--- src/rtl/hazard_pipe_tracker_if.sv ---
// Handshake bundle between the ID-stage control logic and the hazard pipe tracker.
// master: drives the ID-stage instruction attributes and hazard requests, observes the
//         tracked destinations and pipeline enables.
// slave : the tracker itself; consumes the ID attributes and drives the enables/state.
interface hazard_pipe_tracker_if;
  // ID-stage instruction attributes and hazard requests
  logic        id_valid;
  logic        id_wb_en;
  logic [4:0]  id_wb_dest;
  logic        id_is_load;
  logic        id_mc_op;
  logic        stall_in;
  logic        flush;
  // Tracked pipeline state and enables
  logic [4:0]  ex_wb_dest;
  logic [4:0]  mem_wb_dest;
  logic [4:0]  wb_wb_dest;
  logic        ex_is_load;
  logic        pc_we;
  logic        ifid_we;
  logic        ifid_flush;
  logic        idex_bubble;
  logic        mc_busy;
  logic [15:0] stall_cycles;

  modport master (
    output id_valid, id_wb_en, id_wb_dest, id_is_load, id_mc_op, stall_in, flush,
    input  ex_wb_dest, mem_wb_dest, wb_wb_dest, ex_is_load, pc_we, ifid_we, ifid_flush,
           idex_bubble, mc_busy, stall_cycles
  );

  modport slave (
    input  id_valid, id_wb_en, id_wb_dest, id_is_load, id_mc_op, stall_in, flush,
    output ex_wb_dest, mem_wb_dest, wb_wb_dest, ex_is_load, pc_we, ifid_we, ifid_flush,
           idex_bubble, mc_busy, stall_cycles
  );
endinterface

--- src/rtl/hazard_pipe_tracker.sv ---
// Tracks the destination register and load flag of the instructions in EX/MEM/WB of a
// 5-stage pipeline, and generates PC / IF/ID / ID/EX control for load-use stalls,
// branch flushes and multi-cycle (mult/div) ops that occupy EX for MC_LAT cycles.
// Ports:
//   clk - rising-edge clock
//   rst - synchronous active-high reset
//   bus - hazard_pipe_tracker_if.slave: ID attributes, stall_in/flush in; tracked
//         destinations, ex_is_load, pc_we/ifid_we/ifid_flush/idex_bubble/mc_busy and the
//         saturating stall_cycles counter out.
module hazard_pipe_tracker #(
  parameter int unsigned MC_LAT = 4  // legal range 2..15
) (
  input logic                   clk,
  input logic                   rst,
  hazard_pipe_tracker_if.slave  bus
);

  typedef enum logic [0:0] {StRun, StMcWait} state_e;

  localparam logic [3:0] LatM1 = 4'(MC_LAT - 1);

  state_e      r_state;
  logic [3:0]  r_cnt;
  logic [4:0]  r_ex_dest;
  logic [4:0]  r_mem_dest;
  logic [4:0]  r_wb_dest;
  logic        r_ex_load;
  logic [15:0] r_stall_cycles;

  logic        w_run;
  logic        w_pc_we;
  logic [4:0]  w_id_dest;
  logic        w_id_mc;
  logic        w_id_load;

  // Reset forces the combinational controls to evaluate as if in RUN.
  assign w_run     = rst | (r_state == StRun);
  assign w_pc_we   = w_run & ~bus.stall_in;

  // ID entry encoding; dest 0 means "no writer".
  assign w_id_dest = (bus.id_valid & bus.id_wb_en) ? bus.id_wb_dest : 5'd0;
  assign w_id_mc   = bus.id_valid & bus.id_mc_op;
  // A multi-cycle op is never treated as a load.
  assign w_id_load = bus.id_valid & bus.id_is_load & ~w_id_mc;

  assign bus.pc_we        = w_pc_we;
  assign bus.ifid_we      = w_pc_we;
  assign bus.ifid_flush   = w_run & bus.flush & ~bus.stall_in;
  assign bus.idex_bubble  = w_run & bus.stall_in;
  assign bus.mc_busy      = ~w_run;
  assign bus.ex_wb_dest   = r_ex_dest;
  assign bus.mem_wb_dest  = r_mem_dest;
  assign bus.wb_wb_dest   = r_wb_dest;
  assign bus.ex_is_load   = r_ex_load;
  assign bus.stall_cycles = r_stall_cycles;

  always_ff @(posedge clk) begin
    if (rst) begin
      r_state        <= StRun;
      r_cnt          <= 4'd0;
      r_ex_dest      <= 5'd0;
      r_mem_dest     <= 5'd0;
      r_wb_dest      <= 5'd0;
      r_ex_load      <= 1'b0;
      r_stall_cycles <= 16'd0;
    end else begin
      if (!w_pc_we && (r_stall_cycles != 16'hFFFF)) begin
        r_stall_cycles <= r_stall_cycles + 16'd1;
      end
      unique case (r_state)
        StRun: begin
          r_wb_dest  <= r_mem_dest;
          r_mem_dest <= r_ex_dest;
          if (bus.stall_in) begin
            // Load-use stall: bubble into EX, ID/IF hold; flush is suppressed.
            r_ex_dest <= 5'd0;
            r_ex_load <= 1'b0;
          end else begin
            r_ex_dest <= w_id_dest;
            r_ex_load <= w_id_load;
            if (w_id_mc) begin
              r_state <= StMcWait;
              r_cnt   <= LatM1;
            end
          end
        end
        StMcWait: begin
          // EX entry held; bubbles drain into MEM behind it.
          r_wb_dest  <= r_mem_dest;
          r_mem_dest <= 5'd0;
          r_cnt      <= r_cnt - 4'd1;
          if (r_cnt == 4'd1) begin
            r_state <= StRun;
          end
        end
        default: r_state <= StRun;
      endcase
    end
  end

endmodule

--- src/flat_wrapper.sv ---
// flat-port wrapper written by rule: the top's interface ports become plain ports
module hazard_pipe_tracker_flat 
#(
  parameter int unsigned MC_LAT = 4                      
)
  (clk, rst, bus_id_valid, bus_id_wb_en, bus_id_wb_dest, bus_id_is_load, bus_id_mc_op, bus_stall_in, bus_flush, bus_ex_wb_dest, bus_mem_wb_dest, bus_wb_wb_dest, bus_ex_is_load, bus_pc_we, bus_ifid_we, bus_ifid_flush, bus_idex_bubble, bus_mc_busy, bus_stall_cycles);
  hazard_pipe_tracker_if bus_i ();
  input logic clk;
  input logic rst;
  input wire logic [$bits(bus_i.id_valid)-1:0] bus_id_valid;
  input wire logic [$bits(bus_i.id_wb_en)-1:0] bus_id_wb_en;
  input wire logic [$bits(bus_i.id_wb_dest)-1:0] bus_id_wb_dest;
  input wire logic [$bits(bus_i.id_is_load)-1:0] bus_id_is_load;
  input wire logic [$bits(bus_i.id_mc_op)-1:0] bus_id_mc_op;
  input wire logic [$bits(bus_i.stall_in)-1:0] bus_stall_in;
  input wire logic [$bits(bus_i.flush)-1:0] bus_flush;
  output wire logic [$bits(bus_i.ex_wb_dest)-1:0] bus_ex_wb_dest;
  output wire logic [$bits(bus_i.mem_wb_dest)-1:0] bus_mem_wb_dest;
  output wire logic [$bits(bus_i.wb_wb_dest)-1:0] bus_wb_wb_dest;
  output wire logic [$bits(bus_i.ex_is_load)-1:0] bus_ex_is_load;
  output wire logic [$bits(bus_i.pc_we)-1:0] bus_pc_we;
  output wire logic [$bits(bus_i.ifid_we)-1:0] bus_ifid_we;
  output wire logic [$bits(bus_i.ifid_flush)-1:0] bus_ifid_flush;
  output wire logic [$bits(bus_i.idex_bubble)-1:0] bus_idex_bubble;
  output wire logic [$bits(bus_i.mc_busy)-1:0] bus_mc_busy;
  output wire logic [$bits(bus_i.stall_cycles)-1:0] bus_stall_cycles;
  assign bus_i.id_valid = bus_id_valid;
  assign bus_i.id_wb_en = bus_id_wb_en;
  assign bus_i.id_wb_dest = bus_id_wb_dest;
  assign bus_i.id_is_load = bus_id_is_load;
  assign bus_i.id_mc_op = bus_id_mc_op;
  assign bus_i.stall_in = bus_stall_in;
  assign bus_i.flush = bus_flush;
  assign bus_ex_wb_dest = bus_i.ex_wb_dest;
  assign bus_mem_wb_dest = bus_i.mem_wb_dest;
  assign bus_wb_wb_dest = bus_i.wb_wb_dest;
  assign bus_ex_is_load = bus_i.ex_is_load;
  assign bus_pc_we = bus_i.pc_we;
  assign bus_ifid_we = bus_i.ifid_we;
  assign bus_ifid_flush = bus_i.ifid_flush;
  assign bus_idex_bubble = bus_i.idex_bubble;
  assign bus_mc_busy = bus_i.mc_busy;
  assign bus_stall_cycles = bus_i.stall_cycles;
  hazard_pipe_tracker #(.MC_LAT(MC_LAT)) u_core (.clk(clk), .rst(rst), .bus(bus_i));
endmodule
--- config.mk ---
export PLATFORM = sky130hd
export DESIGN_NAME = hazard_pipe_tracker_flat
export DESIGN_NICKNAME = d
export VERILOG_FILES = /design/src/rtl/hazard_pipe_tracker_if.sv /design/src/rtl/hazard_pipe_tracker.sv /design/src/flat_wrapper.sv
export SDC_FILE = /design/constraint.sdc
export NUM_CORES = 1
export LEC_CHECK = 0
export ABC_AREA = 1
export CAP_MARGIN = 15
export CELL_PAD_IN_SITES_DETAIL_PLACEMENT = 1
export CELL_PAD_IN_SITES_GLOBAL_PLACEMENT = 1
export CORE_UTILIZATION = 35
export DETAILED_ROUTE_END_ITERATION = 7
export GPL_TIMING_DRIVEN = 0
export PLACE_DENSITY_LB_ADDON = 0.1
export SYNTH_ARGS = -nofsm -noshare
export SYNTH_HDL_FRONTEND = slang
export SYNTH_SLANG_ARGS = --single-unit
--- constraint.sdc ---
create_clock -name clk -period 3.55 [get_ports clk]
set_clock_uncertainty 0.15 [all_clocks]
set_input_delay 0.355 -clock clk [delete_from_list [all_inputs] [get_ports clk]]
set_output_delay 0.355 -clock clk [all_outputs]
set_load 0.01 [all_outputs]
==> results of run 1 <==
## power breakdown
group / leakage (nW) / switching, mW / internal, mW
Clock: 0.0574 / 0.160 / 0.229
Sequential: 0.300 / 0.00645 / 0.423
Combinational: 0.641 / 0.0467 / 0.0426
## cell usage after synthesis, types with 4 or more instances
| library cell | n | area [sq um] |
|---|---|---|
| nor2_1 | 64 | 240.2 |
| nand2_1 | 54 | 202.7 |
| dfxtp_1 | 37 | 740.7 |
| inv_1 | 33 | 123.9 |
| nand3_1 | 14 | 70.07 |
| a21oi_1 | 8 | 40.04 |
| nand4_1 | 5 | 31.28 |
| o21ai_0 | 5 | 25.02 |
| o22ai_1 | 5 | 31.28 |
| buf_6 | 4 | 45.04 |
| nor3_1 | 4 | 20.02 |
## metal layers
layer	part of all wire (%)	wire, um	GRT usage (%)
met5	0	0	0
met4	0.80	40	5.769
met3	3.0	149	4.390
met2	48	2423	34.66
met1	48	2390	26.74
## state kept, by name (all words and copies together), names as in the netlist
name	count
u_core.bus.ex_is_load	1
u_core.bus.ex_wb_dest	5
u_core.bus.mem_wb_dest	5
u_core.bus.stall_cycles	16
u_core.bus.wb_wb_dest	5
u_core.r_cnt	4
u_core.r_state	1
## stage by stage
step / power [mW] / utilization [%]
6_report: 0.9077 / 51.30
5_1_grt: 0.9470 / 51.30
4_1_cts: 0.9192 / 51.30
3_5_place_dp: 0.5290 / 48.83
3_3_place_gp: 0.5258 / 48.83
2_1_floorplan: 0.4863 / -
## how the worst min path moves through the flow
stage,from,endpoint,cells past startpoint
after floorplan,u_core.bus.mem_wb_dest[0],u_core.bus.wb_wb_dest[0],2
after global placement,u_core.bus.mem_wb_dest[1],u_core.bus.wb_wb_dest[1],2
after detailed placement,u_core.bus.mem_wb_dest[4],u_core.bus.wb_wb_dest[4],2
after CTS,rst,u_core.bus.wb_wb_dest[0],2
after global routing,rst,u_core.bus.wb_wb_dest[3],2
final,rst,u_core.bus.wb_wb_dest[0],2
## cell type report
class,instances,area (sq um)
Buffer,6,60.06
Clock buffer,6,82.58
Clock inverter,2,37.54
Fill cell,638,2361
Inverter,36,137.6
Multi-Input combinational cell,181,864.6
Sequential cell,37,740.7
Tap cell,67,83.83
Timing Repair Buffer,48,480.5
## cells by family (layout without fill, tap and decap cells)
family	count (synthesis)	in the layout
and+or+nand+nor	157	157
buffers and inverters	42	98
DFF	37	37
AOI/OAI and AO/OA	21	21
adders and majority gates	3	3
## worst register-to-register path, cell delays in order (launching register included)
cell	delay, ps
dfxtp_1	430
ha_1	210
nand3_1	180
nor2_4	200
nand2_2	150
nand2_1	170
inv_1	70
nor2_1	110
nor2_1	60
==> results.toml, run 1 <==
[sta]
setup_violations = 0
tightestPinTransition_ps = 345.3
fin_ws_ps = 1192
hold_ws_ps = 145.0
slew_headroom_pct = 76.90
fmax_mhz = 424.1
period_needed_ps = 2358
hold_viol = 0
slew_violations = 0
tns_ps = 0
grt_setup_unrepaired = "no"
fin_crit_sh_pct = 66.42

[cts]
htree_levels = 2
cts_sinks = 37
cts_tree = "done"
ctsLongestPathBuffers = 2
cts_hold_buf = 0
postCtsSetupBuffers = 0
clk_pin_slew_ps = 80
cts_buffers = 5
clock_latency_ps = 290
cts_resized = 0
cts-root-buf = "clkbuf_8"

[yosys]
synthFlopType = "dfxtp_1"
yosys.area_share.simple_pct = 39.14
async_reset_ff_share_pct = 0
ys_ff_latch = 37
yosys_warnings = 0
synth_fp_nets = 276
avgSynthCellArea_sq_um = 6.935
synthAdderAreaFrac_pct = 2.082
synth_cell_types = 25
synth_compound_area_share_pct = 6.731
synth_enable_flop_cells = 0
ys_seq_area_share_pct = 41.08
synth-xor-area-share_pct = 0
synthMuxAreaShare_pct = 0
synthCells = 260
synth.cell_area_sq_mm = 0.001803
synth_top_family_by_area = "simple AND/OR/NAND/NOR gates"

[floorplan]
die_w_um = 73.78
fp-row-count = 25
die_area_sq_mm = 0.005443
start_util_pct = 37.19
core_sq_mm = 0.004848
die_y_um = 73.78
ios = 50

[final_layout]
final_area_sq_mm = 0.002487
final_common_cell = "nor2_1"
nNetsFinal = 331
antenna-diode-count = 0
layout_common_cells = "nor2_1 (64), nand2_1 (54), clkdlybuf4s50_1 (48), dfxtp_1 (37), inv_1 (33)"
stdcell_count = 383
drive_above_1_share_pct = 9.494
areaGrowthSynthToFinish_pct = 37.96

[detailed_routing]
drt_wl_total_um = 5003
num_vias = 1773
firstDrtPassIters = 4
ant_nets = 0
drt_iter0_markers = 72
vias_per_cell = 4.629
drc_errors = 0
wl_per_cell_um = 13.06

[power_and_ir_drop]
power_density_mw_per_mm2 = 364.9
p_leak_nw = 0.9977
vdd_drop_max_mv = 0.2402

[place]
gp_congestion = 0.8368
post-place-ws_ps = 1218
dp_hpwl_um = 3810
placedCellCount = 375
place_area_sq_mm = 0.002367
io_buffer_count = 48

[critical_path]
end_kind = "primary output"
path_depth = 6
setup.worst_path.end = "bus_pc_we"
path_cells = "buf_4, inv_1, nor2_4, nor2_4, buf_4, clkdlybuf4s50_1"
r2r_start = "u_core.bus.stall_cycles[0]"
rr_endpoint = "u_core.bus.stall_cycles[0]"
cp_max_fo = 8
path_delay_family = "buffers and inverters"
crit_type = "reg -> out"
r2r_slack_ps = 1710
cp_num_buf_inv = 4
crit_path_start = "u_core.r_state"
arrival_ps = 1850
slowest_delay_ps = 520
crit_path_start_kind = "register"
reg2reg_depth = 8
worst_ep_required_time_ps = 3040
slowest_stage = "clkdlybuf4s50_1"

[min_path]
hp-class = "in -> reg"

[global_routing]
antenna_found_initial = 0
grt_max_degree = 13
first_global_vias = 1788
grt_usage_pct = 20.71
overflow = 0
grt_pass1_wl_um = 8514

[outcome]
outcome = "finished, final reports clean"

[flow_run]
cap_violations = 0
No activity file was read; power rests on OpenSTA's default activity.
==> inputs of run 2 (changes only) <==
--- a/config.mk
+++ b/config.mk
@@ -9,7 +9,7 @@
 export CAP_MARGIN = 15
 export CELL_PAD_IN_SITES_DETAIL_PLACEMENT = 1
 export CELL_PAD_IN_SITES_GLOBAL_PLACEMENT = 1
-export CORE_UTILIZATION = 35
+export CORE_UTILIZATION = 30
 export DETAILED_ROUTE_END_ITERATION = 7
 export GPL_TIMING_DRIVEN = 0
 export PLACE_DENSITY_LB_ADDON = 0.1
==> constraint.sdc (replaced) <==
create_clock -name clk -period 2 [get_ports clk]
set_clock_uncertainty 0.15 [all_clocks]
set_input_delay 0.2 -clock clk [delete_from_list [all_inputs] [get_ports clk]]
set_output_delay 0.2 -clock clk [all_outputs]
set_load 0.01 [all_outputs]
==> results.toml, run 2 (same netlist as run 1, synthesis figures left out) <==
[floorplan]
fp-row-count = 27
ios = 50
start_util_pct = 31.96
core_sq_mm = 0.005642
die_area_sq_mm = 0.006324
die_y_um = 79.53
die_w_um = 79.53

[cts]
cts_sinks = 37
cts_buffers = 5
clk_pin_slew_ps = 80
cts-root-buf = "clkbuf_8"
ctsLongestPathBuffers = 2
htree_levels = 2
clock_latency_ps = 290
cts_tree = "done"

[detailed_routing]
drt_wl_total_um = 5174
vias_per_cell = 4.624
ant_nets = 0
wl_per_cell_um = 13.23
firstDrtPassIters = 4
drc_errors = 0
drt_iter0_markers = 74
num_vias = 1808

[global_routing]
grt_max_degree = 14
first_global_vias = 1829
antenna_found_initial = 0
grt_usage_pct = 18.27
grt_pass1_wl_um = 8742
overflow = 0

[critical_path]
path_cells = "buf_4, inv_2, nor2_4, nor2_1, clkdlybuf4s50_1"
worst_ep_required_time_ps = 1650
path_delay_family = "buffers and inverters"
cp_max_fo = 8
crit_path_start_kind = "register"
crit_type = "reg -> out"
slowest_stage = "clkdlybuf4s50_1"
end_kind = "primary output"
cp_num_buf_inv = 3
reg2reg_depth = 8
r2r_start = "u_core.bus.stall_cycles[0]"
slowest_delay_ps = 540
rr_endpoint = "u_core.bus.stall_cycles[14]"
arrival_ps = 1550
r2r_slack_ps = 240

[min_path]
hp-class = "in -> reg"
worstHoldStart = "rst"
worstHoldPathCells = 4
min_to = "u_core.bus.ex_is_load"

[final_layout]
largest_register_ffs = 16
multi_input_area_sq_um = 864.6
fin_util_pct = 44.64
fillers = 729
nNetsFinal = 334
drive_above_1_share_pct = 10.03
areaGrowthSynthToFinish_pct = 39.69
antenna-diode-count = 0
layout_common_cells = "nor2_1 (64), nand2_1 (54), clkdlybuf4s50_1 (44), dfxtp_1 (37), inv_1 (32)"
final_common_cell = "nor2_1"
layout.area.seq_sq_um = 740.7

[power_and_ir_drop]
power_density_mw_per_mm2 = 632.9
power_mw = 1.594
vdd_drop_max_mv = 0.4582
p_leak_nw = 1.035

[sta]
grt_setup_unrepaired = "no"
setup_violations = 0
tns_ps = 0
hold_ws_ps = 86.55
slew_violations = 0
tightestPinTransition_ps = 276.0
period_needed_ps = 1899
fin_ws_ps = 100.5
hold_viol = 0
fin_crit_sh_pct = 94.97
slew_headroom_pct = 81.46
fmax_mhz = 526.5

[place]
dp_hpwl_um = 3972
io_buffer_count = 48
gp_congestion = 0.7873
post-place-ws_ps = -63.29

[flow_run]
cap_violations = 0

[outcome]
outcome = "finished, final reports clean"
-- run 2: tightest hold or removal path: stages --
cell     delay (ps)
buf_6           100
nor2_4           60
nand2_1          60
o21ai_0          70
-- run 2: area by class of cell --
cell class	count	area share (%)
buffer	6	2.384
clock buffer	5	2.732
clock inverter	3	1.838
inverter	36	5.464
multi-input combinational	181	34.33
sequential	37	29.41
tap	72	3.577
timing repair buffer	51	20.27
-- run 2: report_power, final --
group          internal [mW]  switching [mW]
Clock                  0.373           0.299
Sequential             0.751          0.0110
Combinational         0.0773          0.0823
-- run 2: how the worst max path moves through the flow --
stage / from / end / slack (ps) / cells after the start
global route: u_core.r_state / bus_mc_busy / 30 / 4
detailed placement: bus_stall_in / bus_pc_we / -60 / 4
CTS: u_core.r_state / bus_ifid_we / 8 / 5
global placement: bus_stall_in / bus_pc_we / -60 / 4
floorplan: u_core.bus.stall_cycles[1] / u_core.bus.stall_cycles[11] / 440 / 7
finish: u_core.r_state / bus_idex_bubble / 100 / 5
-- run 2: timing repair --
item                                    in CTS  in global routing
pin swaps                                    1                  0
endpoints found under the setup margin       3                  2
hold buffers                                 2                  0
resized for setup                            3                  2
setup buffers                                1                  0
hold endpoints to repair                     5                  0
-- run 2: stage by stage --
| stage | instance area (sq um) | instances |
|---|---|---|
| finish | 2519 | 391 |
| global route | 2519 | 391 |
| CTS | 2514 | 391 |
| detailed placement | 2374 | 380 |
| global placement | 2374 | 380 |
| floorplan | 1803 | 260 |
-- run 2: routing by layer --
layer  share of wire, %  vias to the layer above  track usage, %  routed length (um)
met5                  0                        -               0                   0
met4                1.1                        0           7.091                  57
met3                2.3                        5           3.429                 118
met2                 47                       26           29.91                2456
met1                 49                      847           23.50                2541
li1                   -                      930               -                   -
==> inputs of run 3 (changes only) <==
--- a/config.mk
+++ b/config.mk
@@ -7,12 +7,9 @@
 export LEC_CHECK = 0
 export ABC_AREA = 1
 export CAP_MARGIN = 15
-export CELL_PAD_IN_SITES_DETAIL_PLACEMENT = 1
-export CELL_PAD_IN_SITES_GLOBAL_PLACEMENT = 1
-export CORE_UTILIZATION = 30
+export CORE_UTILIZATION = 35
 export DETAILED_ROUTE_END_ITERATION = 7
 export GPL_TIMING_DRIVEN = 0
-export PLACE_DENSITY_LB_ADDON = 0.1
 export SYNTH_ARGS = -nofsm -noshare
 export SYNTH_HDL_FRONTEND = slang
 export SYNTH_SLANG_ARGS = --single-unit
==> results.toml, run 3 (same netlist as run 1, synthesis figures left out) <==
[floorplan]
fp-row-count = 25
die_y_um = 73.78
start_util_pct = 37.19
ios = 50
die_area_sq_mm = 0.005443
die_w_um = 73.78
core_sq_mm = 0.004848

[power_and_ir_drop]
p_int_mw = 1.077
pwr-share-comb_pct = 10.9
power_density_mw_per_mm2 = 584.0
power.switching_mw = 0.3767
power_mw = 1.453
swShare_pct = 25.92
p_clk_share_pct = 36.7
p_seq_share_pct = 52.4
vdd_drop_max_mv = 0.4012
p_leak_nw = 1.024

[global_routing]
antenna_found_initial = 0
first_global_vias = 1591
grt_pass1_wl_um = 7334
grt_usage_pct = 17.78
grt_max_degree = 14
overflow = 0

[detailed_routing]
ant_nets = 0
vias_per_cell = 4.420
drt_wl_total_um = 4257
drt_iter0_markers = 85
wl_per_cell_um = 11.03
num_vias = 1706
drc_errors = 0
firstDrtPassIters = 4

[critical_path]
slowest_stage = "clkdlybuf4s50_1"
cpMostUsedCell = "clkdlybuf4s50_1"
crit_type = "in -> out"
cp_max_fo = 5
worst_ep_required_time_ps = 1650
crit_path_start_kind = "primary input"
slowest_delay_ps = 590
path_cells = "clkdlybuf4s50_1, inv_1, nor2_1, clkdlybuf4s50_1"
end_kind = "primary output"
arrival_ps = 1570

[final_layout]
layout_common_cells = "nor2_1 (64), nand2_1 (54), clkdlybuf4s50_1 (45), dfxtp_1 (37), inv_1 (32)"
final_common_cell = "nor2_1"
drive_above_1_share_pct = 10.03
nNetsFinal = 334
antenna-diode-count = 0
stdcell_count = 386
largest_register_ffs = 16
fin_util_pct = 51.33
areaGrowthSynthToFinish_pct = 38.03

[cts]
cts_sinks = 37
ctsLongestPathBuffers = 2
clk_pin_slew_ps = 80
cts-root-buf = "clkbuf_8"
htree_levels = 2
cts_tree = "done"
clock_latency_ps = 290
cts_buffers = 5

[place]
io_buffer_count = 48
gp_congestion = 0.8182
post-place-ws_ps = -21.39
placedCellCount = 375
dp_hpwl_um = 3216

[sta]
hold_viol = 0
grt_setup_unrepaired = "no"
hold_ws_ps = 79.38
fmax_mhz = 521.0
slew_violations = 0
tightestPinTransition_ps = 287.3
fin_ws_ps = 80.64
setup_violations = 0
period_needed_ps = 1919
slew_headroom_pct = 80.78
fin_crit_sh_pct = 95.97

[min_path]
hp-class = "in -> reg"

[outcome]
outcome = "finished, final reports clean"

[flow_run]
cap_violations = 0
run 3: cell types whose count changed in the layout (fill, tap and decap cells not counted):
cell	before	now
bufinv_16	1	0
clkdlybuf4s50_1	44	45
clkinv_2	0	1
clkinv_4	1	0
dlygate4sd2_1	2	1
inv_6	0	1
run 3: worst max-delay path: cells and delay by family:
family | cells | cell delay [ps]
buffers and inverters | 3 | 1260
and+or+nand+nor | 1 | 110
run 3: power by group through the flow:
stage,clock [mW],sequential (mW),combinational [mW]
after floorplan,0,0.782,0.0814
after global placement,0,0.779,0.153
after detailed placement,0,0.780,0.156
after CTS,0.550,0.762,0.161
after global routing,0.591,0.764,0.177
final,0.533,0.762,0.159
run 3: worst paths after layout:
kind | slack (ps) | cells after the start | to | startpoint
worst max-delay path | 80 | 4 | bus_idex_bubble | bus_stall_in
worst min-delay path | 80 | 4 | u_core.bus.ex_is_load | rst
worst max register to register | 300 | 8 | u_core.bus.stall_cycles[14] | u_core.bus.stall_cycles[0]
worst min register to register | 270 | 2 | u_core.bus.wb_wb_dest[3] | u_core.bus.mem_wb_dest[3]
run 3: metal layers:
layer	vias up	global-route usage, %	share of wire, %
met2	48	25.99	43
li1	927	-	-
met5	-	0	0
met3	6	5.075	4.7
met1	725	24.37	50
met4	0	7.265	2.1
run 3: through the flow:
| stage | instance area, sq um | TNS (ps) |
|---|---|---|
| 6_report | 2489 | 0 |
| 5_1_grt | 2489 | 0 |
| 4_1_cts | 2484 | 0 |
| 3_5_place_dp | 2367 | -21.39 |
| 3_3_place_gp | 2367 | -13.38 |
| 2_1_floorplan | 1803 | 0 |
run 3: what timing repair did:
item	in CTS	in global routing
resized for setup	2	2
hold buffers	2	0
buffers inserted	1	0
gates cloned	0	0
hold endpoints to repair	6	0
setup endpoints to repair	2	2
pin swaps	1	0
run 3: area by class of cell:
type,instances,area [sq um]
Inverter,36,137.6
Clock inverter,3,21.27
Fill cell,484,2360
Tap cell,67,83.83
Buffer,6,60.06
Multi-Input combinational cell,181,864.6
Sequential cell,37,740.7
Timing Repair Buffer,51,511.7
Clock buffer,5,68.82
